**src/rtl/vip_axi4s_types_pkg.sv**
```systemverilog
// rtl/vip_axi4s_types_pkg.sv - shared AXI4-Stream types for the packet arbiter
package vip_axi4s_types_pkg;

  typedef enum logic {
    IDLE_E   = 1'b0,
    LOCKED_E = 1'b1
  } axi4s_arb_state_t;

  typedef struct packed {
    logic [15:0] nr_of_masters;
    logic [15:0] tdata_width;
    logic [15:0] tid_width;
    logic [15:0] tdest_width;
    logic [15:0] tuser_width;
  } axi4s_arb_cfg_t;

  // Index width that stays at least one bit so N=1 still has a legal port.
  function automatic int idx_width(input int n);
    return (n > 1) ? $clog2(n) : 1;
  endfunction

endpackage

```
**src/rtl/rr_priority_encoder.sv**
```systemverilog
// rtl/rr_priority_encoder.sv - round-robin request picker, searching upward from last+1
module rr_priority_encoder
  import vip_axi4s_types_pkg::*;
#(
  parameter int N = 4
) (
  input  logic [N-1:0]              req,
  input  logic [idx_width(N)-1:0]   last,
  output logic [idx_width(N)-1:0]   gnt_id,
  output logic                      gnt_vld
);

  localparam int LW = idx_width(N);

  logic [2*N-1:0] req2;
  logic [2*N-1:0] mask;
  logic [2*N-1:0] masked;

  // Doubling the request vector turns the wrap-around search into a plain
  // lowest-set-bit search over the window (last, last+N].
  always_comb begin
    req2    = {req, req};
    mask    = '0;
    gnt_id  = '0;
    gnt_vld = 1'b0;
    for (int i = 0; i < 2 * N; i++) begin
      mask[i] = (i > int'(last)) && (i <= int'(last) + N);
    end
    masked = req2 & mask;
    for (int i = 2 * N - 1; i >= 0; i--) begin
      if (masked[i]) begin
        gnt_vld = 1'b1;
        gnt_id  = LW'(i % N);
      end
    end
  end

endmodule

```
**src/rtl/axi4s_rr_arbiter.sv**
```systemverilog
// rtl/axi4s_rr_arbiter.sv - packet-level round-robin AXI4-Stream arbiter
module axi4s_rr_arbiter
  import vip_axi4s_types_pkg::*;
#(
  parameter int NR_OF_MASTERS_P = 4,
  parameter int TDATA_WIDTH_P   = 32,
  parameter int TID_WIDTH_P     = 2,
  parameter int TDEST_WIDTH_P   = 2,
  parameter int TUSER_WIDTH_P   = 1
) (
  input  logic                                        clk,
  input  logic                                        rst,
  input  logic [NR_OF_MASTERS_P-1:0]                  mst_tvalid,
  output logic [NR_OF_MASTERS_P-1:0]                  mst_tready,
  input  logic [NR_OF_MASTERS_P*TDATA_WIDTH_P-1:0]    mst_tdata,
  input  logic [NR_OF_MASTERS_P*TDATA_WIDTH_P/8-1:0]  mst_tstrb,
  input  logic [NR_OF_MASTERS_P*TDATA_WIDTH_P/8-1:0]  mst_tkeep,
  input  logic [NR_OF_MASTERS_P-1:0]                  mst_tlast,
  input  logic [NR_OF_MASTERS_P*TID_WIDTH_P-1:0]      mst_tid,
  input  logic [NR_OF_MASTERS_P*TDEST_WIDTH_P-1:0]    mst_tdest,
  input  logic [NR_OF_MASTERS_P*TUSER_WIDTH_P-1:0]    mst_tuser,
  output logic                                        slv_tvalid,
  input  logic                                        slv_tready,
  output logic [TDATA_WIDTH_P-1:0]                    slv_tdata,
  output logic [TDATA_WIDTH_P/8-1:0]                  slv_tstrb,
  output logic [TDATA_WIDTH_P/8-1:0]                  slv_tkeep,
  output logic                                        slv_tlast,
  output logic [TID_WIDTH_P-1:0]                      slv_tid,
  output logic [TDEST_WIDTH_P-1:0]                    slv_tdest,
  output logic [TUSER_WIDTH_P-1:0]                    slv_tuser,
  output logic [idx_width(NR_OF_MASTERS_P)-1:0]       grant_id,
  output logic                                        busy
);

  localparam int N  = NR_OF_MASTERS_P;
  localparam int D  = TDATA_WIDTH_P;
  localparam int S  = TDATA_WIDTH_P / 8;
  localparam int I  = TID_WIDTH_P;
  localparam int T  = TDEST_WIDTH_P;
  localparam int U  = TUSER_WIDTH_P;
  localparam int LW = idx_width(N);

  axi4s_arb_state_t state, state_nxt;
  logic [LW-1:0]    last_grant;
  logic [LW-1:0]    enc_id;
  logic             enc_vld;
  logic             pkt_done;

  rr_priority_encoder #(.N(N)) u_enc (
    .req     (mst_tvalid),
    .last    (last_grant),
    .gnt_id  (enc_id),
    .gnt_vld (enc_vld)
  );

  assign pkt_done = slv_tvalid & slv_tready & slv_tlast;

  always_ff @(posedge clk or posedge rst) begin
    if (rst) state <= IDLE_E;
    else     state <= state_nxt;
  end

  always_comb begin
    state_nxt = state;
    case (state)
      IDLE_E:   if (enc_vld)  state_nxt = LOCKED_E;
      LOCKED_E: if (pkt_done) state_nxt = IDLE_E;
      default:  state_nxt = IDLE_E;
    endcase
  end

  // last_grant starts at N-1 so the first search begins at input 0.
  always_ff @(posedge clk or posedge rst) begin
    if (rst) begin
      grant_id   <= '0;
      last_grant <= LW'(N - 1);
    end else if (state == IDLE_E && enc_vld) begin
      grant_id   <= enc_id;
    end else if (pkt_done) begin
      last_grant <= grant_id;
    end
  end

  always_comb begin
    busy       = (state == LOCKED_E);
    slv_tvalid = 1'b0;
    slv_tdata  = '0;
    slv_tstrb  = '0;
    slv_tkeep  = '0;
    slv_tlast  = 1'b0;
    slv_tid    = '0;
    slv_tdest  = '0;
    slv_tuser  = '0;
    mst_tready = '0;
    if (state == LOCKED_E) begin
      for (int i = 0; i < N; i++) begin
        if (LW'(i) == grant_id) begin
          slv_tvalid    = mst_tvalid[i];
          slv_tdata     = mst_tdata[i*D +: D];
          slv_tstrb     = mst_tstrb[i*S +: S];
          slv_tkeep     = mst_tkeep[i*S +: S];
          slv_tlast     = mst_tlast[i];
          slv_tid       = mst_tid[i*I +: I];
          slv_tdest     = mst_tdest[i*T +: T];
          slv_tuser     = mst_tuser[i*U +: U];
          mst_tready[i] = slv_tready;
        end
      end
    end
  end

endmodule

```
**config.mk**
```make
export PLATFORM = sky130hd
export DESIGN_NAME = axi4s_rr_arbiter
export DESIGN_NICKNAME = d
export VERILOG_FILES = /design/src/rtl/vip_axi4s_types_pkg.sv /design/src/rtl/rr_priority_encoder.sv /design/src/rtl/axi4s_rr_arbiter.sv
export SDC_FILE = /design/constraint.sdc
export NUM_CORES = 1
export LEC_CHECK = 0
export CORE_AREA = 2 2 96 98
export CTS_CLUSTER_SIZE = 12
export DETAILED_ROUTE_END_ITERATION = 10
export DIE_AREA = 0 0 98 100
export PLACE_DENSITY = 0.78
export SYNTH_ARGS = -nofsm -noshare
export SYNTH_HDL_FRONTEND = slang
export SYNTH_SLANG_ARGS = --single-unit
```
**constraint.sdc**
```tcl
create_clock -name clk -period 1.95 [get_ports clk]
set_input_delay 0.2925 -clock clk [delete_from_list [all_inputs] [get_ports clk]]
set_output_delay 0.2925 -clock clk [all_outputs]
set_load 0.05 [all_outputs]
```
==> summary.txt <==
run status: complete, but fails checks
failing checks: setup timing
largest net degree at the start of global routing: 37
post-synthesis compound-gate area fraction: 3.37%
cts bufs inserted: 3
GRT Total Usage: 17.8%
worst reg2reg setup slack: -30 ps
Comb power frac: 94.4%
largest family of logic cells by synthesized area: multiplexers
Avg Synthesized Cell Area: 11.9 µm²
CP endpoint kind: output port
global-route wire length before repair: 13800 µm
Leak: 1.96 nW
Fin. Hold Viols: 0
Root Buffer: clkbuf_8
DRC: 0
Ys Warns: 0
synth unique cells: 26
Post-Synth Adder-Cell Area: 0%
simple logic cell fraction of the synthesized area: 21.5%
deepest clock path buffer count: 2
CP Class: reg2out
Final Core Density: 56.4%
DRT Wirelength: 9280 µm
proportion of synthesized area in mux cells: 60.6%
GRT overflow: 0
FP Rows: 35
gp weighted congestion: 0.796
Max-slew headroom: 69.8%
commonest non-fill, non-tap cell in the layout: clkdlybuf4s50_1
Sw Ratio: 48.2%
startpoint types: register
Area Growth Syn to Fin: 182%
RR Startpoint: grant_id[0]$_DFFE_PP0P_
critical path cell sequence: buf_12, buf_12, mux4_2, and2_4, buf_12
worst r2r dst: last_grant[1]$_DFFE_PP1P_
die area: 9800 µm²
First DRT Iteration DRCs: 53
final setup vio count: 49
H-tree levels: 1
CP Data Required Time: 1660 ps
placed cells: 494
Post-synth EDFFs: 0
Initial Util: 20.0%
Core Region: 8890 µm²
Pre-antenna DRT Iters: 6
Antenna Nets Post-Route: 0
routed via count: 2374
part of the power in the clock network: 2.4%
Syn Nets: 341
fillcell total: 729
fin area: 5010 µm²
antenna violations before repair: 0
Nets: 587
die width: 98 µm
vias per cell: 4.69
Synth Cell Area: 1780 µm²
commonest cells after routing, fill and taps aside: clkdlybuf4s50_1 (190), mux4_2 (46), buf_12 (36), and2_4 (27), buf_6 (24)
DR WL/cell: 18.3 µm
Seq/Total Area, Yosys: 7.17%
Detailed Place HPWL: 7590 µm
worst-path fanout max: 7
Seq pwr share: 3.2%
CTS Sinks: 5
max_cap viols: 0
crit-path most repeated cell: buf_12
buffers added on ports: 244
Reg2Reg Depth: 7
Synth async-reset ratio: 100%
Worst path top cell family by delay: flip-flops
hold crit path type: in2async
Slowest-stage cell, CP: dfrtp_4
Tightest Pin Transition: 449 ps
vias in the first global route: 2635
setup_tns: -3740 ps
Slew Viols, Final: 0
worst stage delay on the critical path: 510 ps
Clock Latency Late Sink: 220 ps
Final Cycle Share: 107%
Placed Area: 4710 µm²
Synth Register Bits: 5
Cells after Synth: 150
Synth Area in XOR/XNOR: 0%
worst endpoint data arrival time: 1790 ps
fmax: 0.479 GHz
pwr dens: 1660 nW/µm²
prevailing post-synth register cell: dfrtp_1
die height: 100 µm
final std cells w/o fill: 506
antenna cells: 0
min Tclk post-route: 2090 ps
layout cells sized above 1: 45.1%
CTS tree: yes
clk_skew: 1.11 ps
Int Pwr: 4.31 mW
Max rail drop VDD: 1060 µV
CTS clk-pin slew, worst paths: 40 ps
Crit path buffers/inverters: 3
final setup margin: -136 ps
Sw Pwr: 4.01 mW
RSZ-0062 raised after global routing: yes
IO Pins: 245
cell families (layout without fill, tap and decap cells):
| group | count (synthesis) | in the layout |
|---|---|---|
| DFF | 5 | 5 |
| muxes | 50 | 50 |
| AOI/OAI and AO/OA | 8 | 8 |
| and+or+nand+nor | 65 | 65 |
| buffers and inverters | 22 | 267 |
Yosys cell counts (3+ instances only):
| cell type | count | area (µm²) |
|---|---|---|
| buf_2 | 6 | 30.0 |
| and2_1 | 46 | 288 |
| dfrtp_1 | 3 | 75.1 |
| nor2_1 | 7 | 26.3 |
| nor3_1 | 3 | 15.0 |
| mux4_2 | 46 | 1040 |
| inv_1 | 4 | 15.0 |
| nor2b_1 | 3 | 18.8 |
| buf_6 | 5 | 56.3 |
| clkbuf_1 | 6 | 22.5 |
metal layers:
| layer | track usage [%] | routed length [µm] | share of wire, % |
|---|---|---|---|
| met1 | 20.4 | 3310 | 36 |
| met2 | 32.7 | 4970 | 54 |
| met3 | 5.01 | 829 | 8.9 |
| met4 | 4.17 | 163 | 1.8 |
| met5 | 0 | 0 | 0 |
metrics by stage:
stage	setup WS, ps	hold WS, ps	total power [mW]
final	-136	268	8.32
after global routing	-185	286	8.66
after floorplan	5.99	69.7	4.67
after CTS	-147	272	8.18
after global placement	93.7	504	7.39
after detailed placement	43.5	510	7.45
worst max path at each step:
stage	startpoint	to	slack (ps)	cells after the start
floorplan	grant_id[0]$_DFFE_PP0P_	slv_tdata[0]	6	4
global placement	grant_id[0]$_DFFE_PP0P_	slv_tdata[8]	90	4
global route	grant_id[0]$_DFFE_PP0P_	slv_tlast	-180	5
detailed placement	mst_tdata[100]	slv_tdata[4]	40	4
CTS	grant_id[0]$_DFFE_PP0P_	slv_tdata[28]	-150	4
finish	grant_id[0]$_DFFE_PP0P_	slv_tdata[23]	-140	5
registers in the layout, summed over array words and instances (netlist names):
signal / cells
grant_id: 2
busy: 1
last_grant: 2
layout make-up:
cell class              count  area, µm²  area share (%)
repair buffers            259       3010            59.9
multi-input cells         123       1680            33.4
well taps                 111        139            2.77
flip-flops and latches      5        134            2.67
clock buffers               4       45.0           0.898
inverters                   4       15.0           0.299
power by group through the flow:
stage / Sequential (mW) / Clock, mW / Combinational [mW]
floorplan: 0.285 / 0 / 4.39
global placement: 0.264 / 0 / 7.13
detailed placement: 0.266 / 0 / 7.18
CTS: 0.264 / 0.206 / 7.71
global route: 0.280 / 0.213 / 8.17
finish: 0.266 / 0.196 / 7.86
timing repair:
| action | 4_1_cts | 5_1_grt |
|---|---|---|
| pin swaps | 4 | 0 |
| hold buffers | 0 | 0 |
| endpoints found under the setup margin | 46 | 47 |
| cloned | 1 | 1 |
| gates resized for setup | 42 | 11 |
| buffers inserted | 2 | 4 |
Note: power is estimated with default switching activity, not from simulation.
